File: src/rtl/fib_engine_if.sv
// Request/result bundle for fib_engine: strobe and index in, status and result out.
interface fib_engine_if;
    logic       stb;
    logic [7:0] n;
    logic       busy;
    logic       done;
    logic [7:0] fib;
    logic       ovf;

    modport master (output stb, n, input busy, done, fib, ovf);
    modport slave  (input stb, n, output busy, done, fib, ovf);
endinterface

File: src/rtl/fib_engine.sv
// Iterative F(n) mod 256 engine, one addition per clock.
// Define FIB_OVF_EN to report whether F(n) exceeded 255; otherwise ovf is tied low.
module fib_engine (
    input  logic         clk,
    input  logic         rst,
    fib_engine_if.slave  bus
);
    typedef enum logic {IDLE, CALC} state_t;

    state_t     state, state_nx;
    logic [7:0] a, b, cnt, fib_q;
    logic [7:0] a_nx, b_nx, cnt_nx, fib_nx;
    logic       busy_q, done_q, busy_nx, done_nx;
    logic [7:0] sum;

`ifdef FIB_OVF_EN
    logic carry, acc, acc_nx, ovf_q, ovf_nx;
    assign {carry, sum} = {1'b0, a} + {1'b0, b};
`else
    assign sum = a + b;
`endif

    always_comb begin
        state_nx = state;
        a_nx     = a;
        b_nx     = b;
        cnt_nx   = cnt;
        fib_nx   = fib_q;
        busy_nx  = busy_q;
        done_nx  = 1'b0;
`ifdef FIB_OVF_EN
        acc_nx   = acc;
        ovf_nx   = ovf_q;
`endif
        case (state)
            IDLE: begin
                if (bus.stb) begin
                    a_nx     = 8'd0;
                    b_nx     = 8'd1;
                    cnt_nx   = bus.n;
                    busy_nx  = 1'b1;
                    state_nx = CALC;
`ifdef FIB_OVF_EN
                    acc_nx   = 1'b0;
`endif
                end
            end
            CALC: begin
                if (cnt > 8'd1) begin
                    a_nx   = b;
                    b_nx   = sum;
                    cnt_nx = cnt - 8'd1;
`ifdef FIB_OVF_EN
                    acc_nx = acc | carry;
`endif
                end else begin
                    // cnt==0 only happens for n=0, whose result is 0
                    fib_nx   = (cnt == 8'd1) ? b : 8'd0;
                    done_nx  = 1'b1;
                    busy_nx  = 1'b0;
                    state_nx = IDLE;
`ifdef FIB_OVF_EN
                    ovf_nx   = acc;
`endif
                end
            end
            default: state_nx = IDLE;
        endcase
    end

    always_ff @(posedge clk) begin
        if (rst) begin
            state  <= IDLE;
            a      <= 8'd0;
            b      <= 8'd1;
            cnt    <= 8'd0;
            fib_q  <= 8'd0;
            busy_q <= 1'b0;
            done_q <= 1'b0;
        end else begin
            state  <= state_nx;
            a      <= a_nx;
            b      <= b_nx;
            cnt    <= cnt_nx;
            fib_q  <= fib_nx;
            busy_q <= busy_nx;
            done_q <= done_nx;
        end
    end

`ifdef FIB_OVF_EN
    always_ff @(posedge clk) begin
        if (rst) begin
            acc   <= 1'b0;
            ovf_q <= 1'b0;
        end else begin
            acc   <= acc_nx;
            ovf_q <= ovf_nx;
        end
    end
    assign bus.ovf = ovf_q;
`else
    assign bus.ovf = 1'b0;
`endif

    assign bus.busy = busy_q;
    assign bus.done = done_q;
    assign bus.fib  = fib_q;
endmodule

File: src/flat_wrapper.sv
// flat-port wrapper written by rule: the top's interface ports become plain ports
module fib_engine_flat 
  (clk, rst, bus_stb, bus_n, bus_busy, bus_done, bus_fib, bus_ovf);
  fib_engine_if bus_i ();
  input  logic clk;
  input  logic rst;
  input wire logic [$bits(bus_i.stb)-1:0] bus_stb;
  input wire logic [$bits(bus_i.n)-1:0] bus_n;
  output wire logic [$bits(bus_i.busy)-1:0] bus_busy;
  output wire logic [$bits(bus_i.done)-1:0] bus_done;
  output wire logic [$bits(bus_i.fib)-1:0] bus_fib;
  output wire logic [$bits(bus_i.ovf)-1:0] bus_ovf;
  assign bus_i.stb = bus_stb;
  assign bus_i.n = bus_n;
  assign bus_busy = bus_i.busy;
  assign bus_done = bus_i.done;
  assign bus_fib = bus_i.fib;
  assign bus_ovf = bus_i.ovf;
  fib_engine u_core (.clk(clk), .rst(rst), .bus(bus_i));
endmodule
File: config.mk
export PLATFORM = sky130hd
export DESIGN_NAME = fib_engine_flat
export DESIGN_NICKNAME = d
export VERILOG_FILES = /design/src/rtl/fib_engine_if.sv /design/src/rtl/fib_engine.sv /design/src/flat_wrapper.sv
export SDC_FILE = /design/constraint.sdc
export NUM_CORES = 1
export LEC_CHECK = 0
export ABC_AREA = 1
export CAP_MARGIN = 10
export CORE_ASPECT_RATIO = 1.25
export CORE_UTILIZATION = 50
export DETAILED_ROUTE_END_ITERATION = 6
export PLACE_DENSITY = 0.8
export SLEW_MARGIN = 10
export SYNTH_ARGS = -nofsm -noshare
export SYNTH_HDL_FRONTEND = slang
export SYNTH_SLANG_ARGS = --single-unit
File: constraint.sdc
create_clock -name clk -period 1.5 [get_ports clk]
set_input_delay 0.3 -clock clk [delete_from_list [all_inputs] [get_ports clk]]
set_output_delay 0.3 -clock clk [all_outputs]
set_load 0.1 [all_outputs]
* Yosys cells after proc, flatten, opt, wreduce, memory -nomap -nowiden
Index checks and enable logic that the tools add are counted.
** Storage, ports and cells
- Register bits after elaboration :: 35
- Output and inout bits :: 11
- Logic and storage cells :: 37
** Operators by class
- Add/subtract/negate cells :: 2
- $lt $le $gt $ge :: 1
- Eq/ne operators :: 4
- Multiplexer cells :: 17
- Bitwise gates (word level) :: 2
- Reduce and logical (&&, ||, !) cells :: 4
** Operators with widths (number)
- 8-bit 2-to-1 mux :: 7
- 8-bit one-hot mux with 2 select lines :: 3
- 8-bit adder :: 1
- 8-bit by 1-bit == test with 1-bit output, second input constant :: 1
- 8-bit by 1-bit greater-than comparator with 1-bit output, second input constant :: 1
- 8-bit by 1-bit subtractor with 8-bit output, second input constant :: 1
- 2-bit != test, second input constant :: 3
- 2-bit AND reduction :: 3
- 1-bit 2-to-1 mux :: 5
- 1-bit one-hot mux with 2 select lines :: 2
- 1-bit NOT :: 2
- 2-bit OR reduction :: 1

* Longest topological paths before layout
Gate-level depths: netlist of run 1.
- Word-level depth :: 3
- Gate-level depth with buffers :: 10
- Mapped depth without buffers :: 10

* Worst setup path after synthesis of run 1
Ideal clock, no wire load.
- Kind :: reg2reg
- Start point :: register u_core.cnt[0]
- End point :: register u_core.cnt[4]
- Library setup time :: 112 ps
- Arrival :: 1404 ps
- Path slack :: -17 ps
- Stages on the path, launching flop included :: 10
- Clock period less this slack :: 1517 ps
- Path through :: dfxtp_1 > inv_1 > ha_1 > o21ai_2 > nor2_4 > nor2_4 > buf_4 > nand2_1 > nand2_1 > nand2_1
** On the way
- Word-level cells in the longest chain between the ends :: 3
- Elaborated cells on any way between the ends :: 6
- Classes of those cells :: add/sub: 1; order compare: 1; eq/ne: 1; mux: 2; reduce/logical: 1
** Ends and longest elaborated chain
- from (decl) :: RTL line fib_engine.sv:11 : logic [7:0] a, b, cnt, fib_q;
- from (signal assigned) :: RTL line fib_engine.sv:84 : cnt <= cnt_nx;
- 8-bit by 1-bit subtractor with 8-bit output or 8-bit by 1-bit greater-than comparator with 1-bit output (tied branches) :: RTL line fib_engine.sv:52, fib_engine.sv:49
- 8-bit 2-to-1 mux or 2-bit != test (tied branches)
- 8-bit one-hot mux with 2 select lines or 2-bit AND reduction (tied branches)
Several ways; a longest one is shown, not always the timed one. The select of a mux whose other input is x is not followed.
A chain may end at the register's enable or synchronous reset.

* Final worst setup path of run 1
- Start point :: register u_core.cnt[1]
- End point :: register u_core.a[4]
** On the way
- Word-level cells in the longest chain between the ends :: 3
** Ends and longest elaborated chain
- 8-bit by 1-bit greater-than comparator with 1-bit output :: RTL line fib_engine.sv:49 : if (cnt > 8'd1) begin
- 2-bit != test (no line)
- 2-bit AND reduction (no line)
- to (signal assigned) :: RTL line fib_engine.sv:82 : a <= a_nx;
- to (decl) :: RTL line fib_engine.sv:11
Every way passes these cells.

==> flow_summary.json, run 1 <==
{
  "status": "finished with violations",
  "violations": "design-rule violations, negative setup slack",
  "maxCapViolations": 0,
  "hold_buffers": 0,
  "fmax_ghz": 0.622,
  "path_max_fanout": 7,
  "synth_compound_area_frac": 0.0910,
  "start_util": 0.539,
  "clock-sinks": 35,
  "root_buffer": "clkbuf_8",
  "numCtsBuffers": 5,
  "mostFrequentLayoutCell": "nand2_1",
  "grt_setup_unrepaired": "true",
  "clock_latency_ns": 0.30,
  "wl_per_cell_um": 15.3,
  "avgSynthCellArea_um2": 6.97,
  "area_delta_synth_final_pct": 37.6,
  "cp.arrival_ns": 1.83,
  "yosys_register_bits": 35,
  "synth_top_family_by_area": "simple AND/OR/NAND/NOR gates",
  "antenna_cells": 0,
  "startpoint_type": "register",
  "place.gp.congestion": 0.935,
  "port_buffers": 20,
  "design.core.area_mm2": 0.00357,
  "final_cell_mix": "nand2_1 (81), nand3_1 (42), dfxtp_1 (33)",
  "cts_tree": "done",
  "ant_nets": 0,
  "drt-total-wl_mm": 5.52,
  "num_rows": 24,
  "yosysWarnings": 0,
  "dp_hpwl_mm": 3.61,
  "clk_path_buf_depth": 2,
  "synth.largest_area_cell": "dfxtp_1",
  "via_per_inst": 5.63,
  "synth_mux_area_frac": 0,
  "grt.overflow.total": 0,
  "drtPass1Iterations": 6,
  "synthAdderAreaFrac": 0.0689,
  "dr_total_vias": 2027,
  "ys_top_cells_by_area": "dfxtp_1 (36%), nand2_1 (17%), nand3_1 (11%)",
  "first_global_vias": 1921,
  "grt_pass1_wl_mm": 8.02,
  "first_iter_violations": 145,
  "finalCriticalPeriod_ns": 1.61,
  "nets": 341,
  "finalSetupViolCount": 9,
  "mappedNetlistNets": 297,
  "endpoint_kind": "register",
  "syn-cell-area_mm2": 0.00192,
  "track_usage": 0.254,
  "ys_seq_area_frac": 0.364,
  "grt_max_degree": 15,
  "pin_count": 22,
  "rrSetupSlack_ns": -0.11,
  "drive_gt1_frac": 0.237,
  "synthXorXnorAreaFrac": 0.00910,
  "post-route-drc-count": 2,
  "dieHeight_um": 71.4,
  "final_max_slew_viol_count": 0,
  "syn_inst": 276,
  "htree_levels": 2,
  "ys_types": 31,
  "antenna_found_initial": 0,
  "die-area_mm2": 0.00410,
  "n_fill_cell": 270,
  "critPathKind": "register to register",
  "clkTransAtPathRegs_ns": 0.08,
  "finalClockSkew_ns": 0.00985,
  "fin_ws_ns": -0.109,
  "p_leak_nw": 1.22,
  "whs_ns": 0.476,
  "post-route-util": 0.741,
  "finalHoldViolations": 0,
  "ir_drop_uv": 833,
  "yosys.area.top_type_share": 0.364,
  "die_w_um": 57.5,
  "p_per_area_mw_per_mm2": 969,
  "fin_crit_sh": 1.07,
  "synthSimpleGateAreaFrac": 0.393,
  "crit_required_ns": 1.72,
  "hold_path_class": "register to register"
}
## state kept, by name (all words and copies together) (netlist names)
| name | flops |
|---|---|
| u_core.a | 8 |
| u_core.bus.fib | 8 |
| u_core.cnt | 8 |
| u_core.bus.busy | 1 |
| u_core.bus.done | 1 |
| u_core.state | 1 |
| u_core.b | 8 |
## layout make-up
cell class | count | area [um^2] | area share
multi-input combinational | 209 | 1180 | 0.446
sequential | 35 | 706 | 0.266
timing repair buffer | 45 | 538 | 0.203
inverter | 24 | 90.1 | 0.0340
clock buffer | 6 | 72.6 | 0.0274
tap | 39 | 48.8 | 0.0184
clock inverter | 2 | 12.5 | 0.00472
## final timing paths
check | start | cells past startpoint | endpoint
max reg2reg | u_core.cnt[1] | 7 | u_core.a[4]
min reg2reg | u_core.a[0] | 2 | u_core.a[0]
min | u_core.a[0] | 2 | u_core.a[0]
max | u_core.cnt[1] | 7 | u_core.a[4]
## critical path: stages, from the launching register on
cell and delay, ns:
dfxtp_2 0.33, inv_2 0.11, ha_4 0.16, o21ai_4 0.08, o21ai_4 0.31, buf_4 0.22, nand3_1 0.11, a21oi_1 0.21
## per-stage QoR
stage / setup WS, ns / TNS [ns] / instances / power, W / cell area (um^2)
floorplan: 0.00687 / 0 / 276 / 0.00149 / 1920
global placement: -0.0405 / -0.153 / 347 / 0.00171 / 2390
detailed placement: -0.0552 / -0.219 / 347 / 0.00173 / 2390
CTS: 0.00999 / 0 / 355 / 0.00244 / 2520
global route: -0.170 / -1.60 / 360 / 0.00268 / 2650
finish: -0.109 / -0.287 / 360 / 0.00257 / 2650
## metal layers
layer	track usage	up-vias	part of all wire
met5	0	-	0
met1	0.255	960	0.38
li1	-	985	-
met4	0.127	0	0.044
met2	0.478	60	0.53
met3	0.0596	22	0.046
## where the power goes
part / switching [W] / leakage [nW] / internal (W)
sequential: 0.0000523 / 0.285 / 0.000980
clock: 0.000368 / 0.0412 / 0.000325
combinational: 0.000492 / 0.898 / 0.000351
total: 0.000912 / 1.22 / 0.00165
## cell families after synthesis
kind of cell | count (synthesis)
buffers and inverters | 32
other | 1
adders and majority gates | 10
DFF | 35
AOI/OAI and AO/OA | 30
and+or+nand+nor | 166
xor gates and xnor gates | 2
## cells in the mapped netlist, drive strengths merged
master,instances
o31ai,1
clkbuf,2
inv,23
a21oi,17
fa,1
ha,9
nand2,90
buf,6
xor2,1
nand3,44
o22ai,1
conb,1
clkinv,1
nor3b,1
o21ai,10
nand3b,3
o21bai,1
dfxtp,35
nand4,4
nor2,22
nor3,2
xnor2,1
## what timing repair did
| action | 4_1_cts | 5_1_grt |
|---|---|---|
| pin swaps | 1 | 13 |
| gates cloned | 0 | 2 |
| resized for setup | 11 | 19 |
| setup buffers | 0 | 3 |
| endpoints found under the setup margin | 22 | 27 |
Power figures use the tool's default switching activity.
==> run 2: changes to the inputs <==
--- a/config.mk
+++ b/config.mk
@@ -8,6 +8,7 @@
 export ABC_AREA = 1
 export CAP_MARGIN = 10
 export CORE_ASPECT_RATIO = 1.25
+export CORE_MARGIN = 2
 export CORE_UTILIZATION = 50
 export DETAILED_ROUTE_END_ITERATION = 6
 export PLACE_DENSITY = 0.8
==> run 2 against run 1 <==
The run now ends clean. Via count is 4.8% lower. Sequential power about the same. Non-clock buffer count increased by 1. Cell area about the same. Critical path depth did not move. Clock skew down 0.0017 ns. Worst setup slack better by 0.17 ns. Worst hold slack worse by 0.0083 ns. Sequential share of layout area about the same.
==> flow_summary.json, run 2 (synthesis gave the netlist of run 1 again) <==
{
  "final_cell_mix": "nand2_1 (87), nand3_1 (44), dfxtp_1 (33)",
  "fin_crit_sh": 0.958,
  "grt.overflow.total": 0,
  "track_usage": 0.219,
  "dieHeight_um": 73.4,
  "p_int_w": 0.00180,
  "hold_buffers": 0,
  "crit_required_ns": 1.72,
  "area_delta_synth_final_pct": 37.6,
  "place_area_mm2": 0.00240,
  "wl_per_cell_um": 13.2,
  "cp.arrival_ns": 1.65,
  "pwr-share-seq": 0.387,
  "n_fill_cell": 271,
  "ir_drop_uv": 918,
  "pin_count": 22,
  "drt-total-wl_mm": 4.79,
  "grt_pass1_wl_mm": 7.28,
  "first_iter_violations": 92,
  "nets": 342,
  "status": "finished clean",
  "clkTransAtPathRegs_ns": 0.08,
  "ant_nets": 0,
  "root_buffer": "clkbuf_8",
  "clk_path_buf_depth": 2,
  "num_rows": 25,
  "p_leak_nw": 1.22,
  "finalClockSkew_ns": 0.00816,
  "clock_latency_ns": 0.29,
  "dr_total_vias": 1930,
  "finalHoldViolations": 0,
  "endpoint_kind": "register",
  "dp_cells": 350,
  "critPathKind": "register to register",
  "switching_share": 0.329,
  "fmax_ghz": 0.696,
  "design.core.area_mm2": 0.00372,
  "pwr-share-comb": 0.292,
  "total_power_w": 0.00269,
  "via_per_inst": 5.33,
  "mostFrequentLayoutCell": "nand2_1",
  "switchingPower_w": 0.000884,
  "first_global_vias": 1741,
  "grt_max_degree": 14,
  "dp_hpwl_mm": 3.45,
  "die-area_mm2": 0.00436,
  "stdcell_area_mm2": 0.00265,
  "final_max_slew_viol_count": 0,
  "drtPass1Iterations": 4,
  "post-route-drc-count": 0,
  "whs_ns": 0.467,
  "p_per_area_mw_per_mm2": 1020,
  "path_max_fanout": 5,
  "die_w_um": 59.5,
  "finalSetupViolCount": 0,
  "clock-sinks": 35,
  "hold_path_class": "register to register",
  "start_util": 0.517,
  "clkPwrFrac": 0.321,
  "antenna_cells": 0,
  "cts_tree": "done",
  "finalCriticalPeriod_ns": 1.44,
  "port_buffers": 20,
  "htree_levels": 2,
  "post-route-util": 0.711,
  "drive_gt1_frac": 0.214,
  "startpoint_type": "register",
  "final_cells": 362,
  "place.gp.congestion": 0.936,
  "antenna_found_initial": 0,
  "maxCapViolations": 0,
  "numCtsBuffers": 5
}
==> run 2: cell count changes in the layout (fill, tap and decap cells not counted), moves of 3 or more <==
cell	before	now
buf_4	20	24
nand2_2	7	2
nand2_1	81	87
a21oi_1	11	16
ha_1	7	4
a21oi_2	5	0
==> run 2: path summary, 6_finish.rpt <==
| kind | from | endpoint | slack (ns) | cells after the start |
|---|---|---|---|---|
| max reg2reg | u_core.cnt[1] | u_core.a[6] | 0.06 | 7 |
| max | u_core.cnt[1] | u_core.a[6] | 0.06 | 7 |
| min reg2reg | u_core.a[7] | u_core.a[7] | 0.47 | 2 |
| min | u_core.a[7] | u_core.a[7] | 0.47 | 2 |
==> run 2: through the flow <==
stage,worst slack [ns],setup TNS [ns]
2_1_floorplan,0.00687,0
3_3_place_gp,-0.0176,-0.0572
3_5_place_dp,-0.0338,-0.141
4_1_cts,-0.00571,-0.00934
5_1_grt,-0.0279,-0.167
6_report,0.0634,0
==> run 2: power groups by stage <==
stage / Sequential, W / Clock [W] / Combinational [W]
2_1_floorplan: 0.00108 / 0 / 0.000416
3_3_place_gp: 0.00105 / 0 / 0.000675
3_5_place_dp: 0.00105 / 0 / 0.000685
4_1_cts: 0.00103 / 0.000879 / 0.000707
5_1_grt: 0.00104 / 0.000915 / 0.000849
6_report: 0.00104 / 0.000863 / 0.000785
==> run 2: per-layer routing <==
| metal | up-vias | part of all wire | GRT usage |
|---|---|---|---|
| li1 | 995 | - | - |
| met1 | 886 | 0.42 | 0.237 |
| met2 | 38 | 0.53 | 0.393 |
| met3 | 11 | 0.029 | 0.0546 |
| met4 | 0 | 0.021 | 0.0988 |
| met5 | - | 0 | 0 |
==> run 2: critical path: stages, from the launching register on <==
cell and delay, ns:
dfxtp_2 0.34, inv_4 0.09, ha_4 0.16, o21ai_4 0.08, o21ai_4 0.28, buf_4 0.20
nand3_1 0.07, a21oi_1 0.14
==> run 2: cell type report <==
cell class	count	area (um^2)	area share
timing repair buffer	46	512	0.193
clock inverter	3	43.8	0.0165
tap	40	50.0	0.0189
multi-input combinational	209	1170	0.443
inverter	24	95.1	0.0359
sequential	35	706	0.267
clock buffer	5	68.8	0.0260
==> run 2: repair_timing <==
action,CTS,global route
gates resized for setup,4,19
setup endpoints to repair,11,27
buffers inserted,0,4
cloned,0,0
pin swaps,0,6
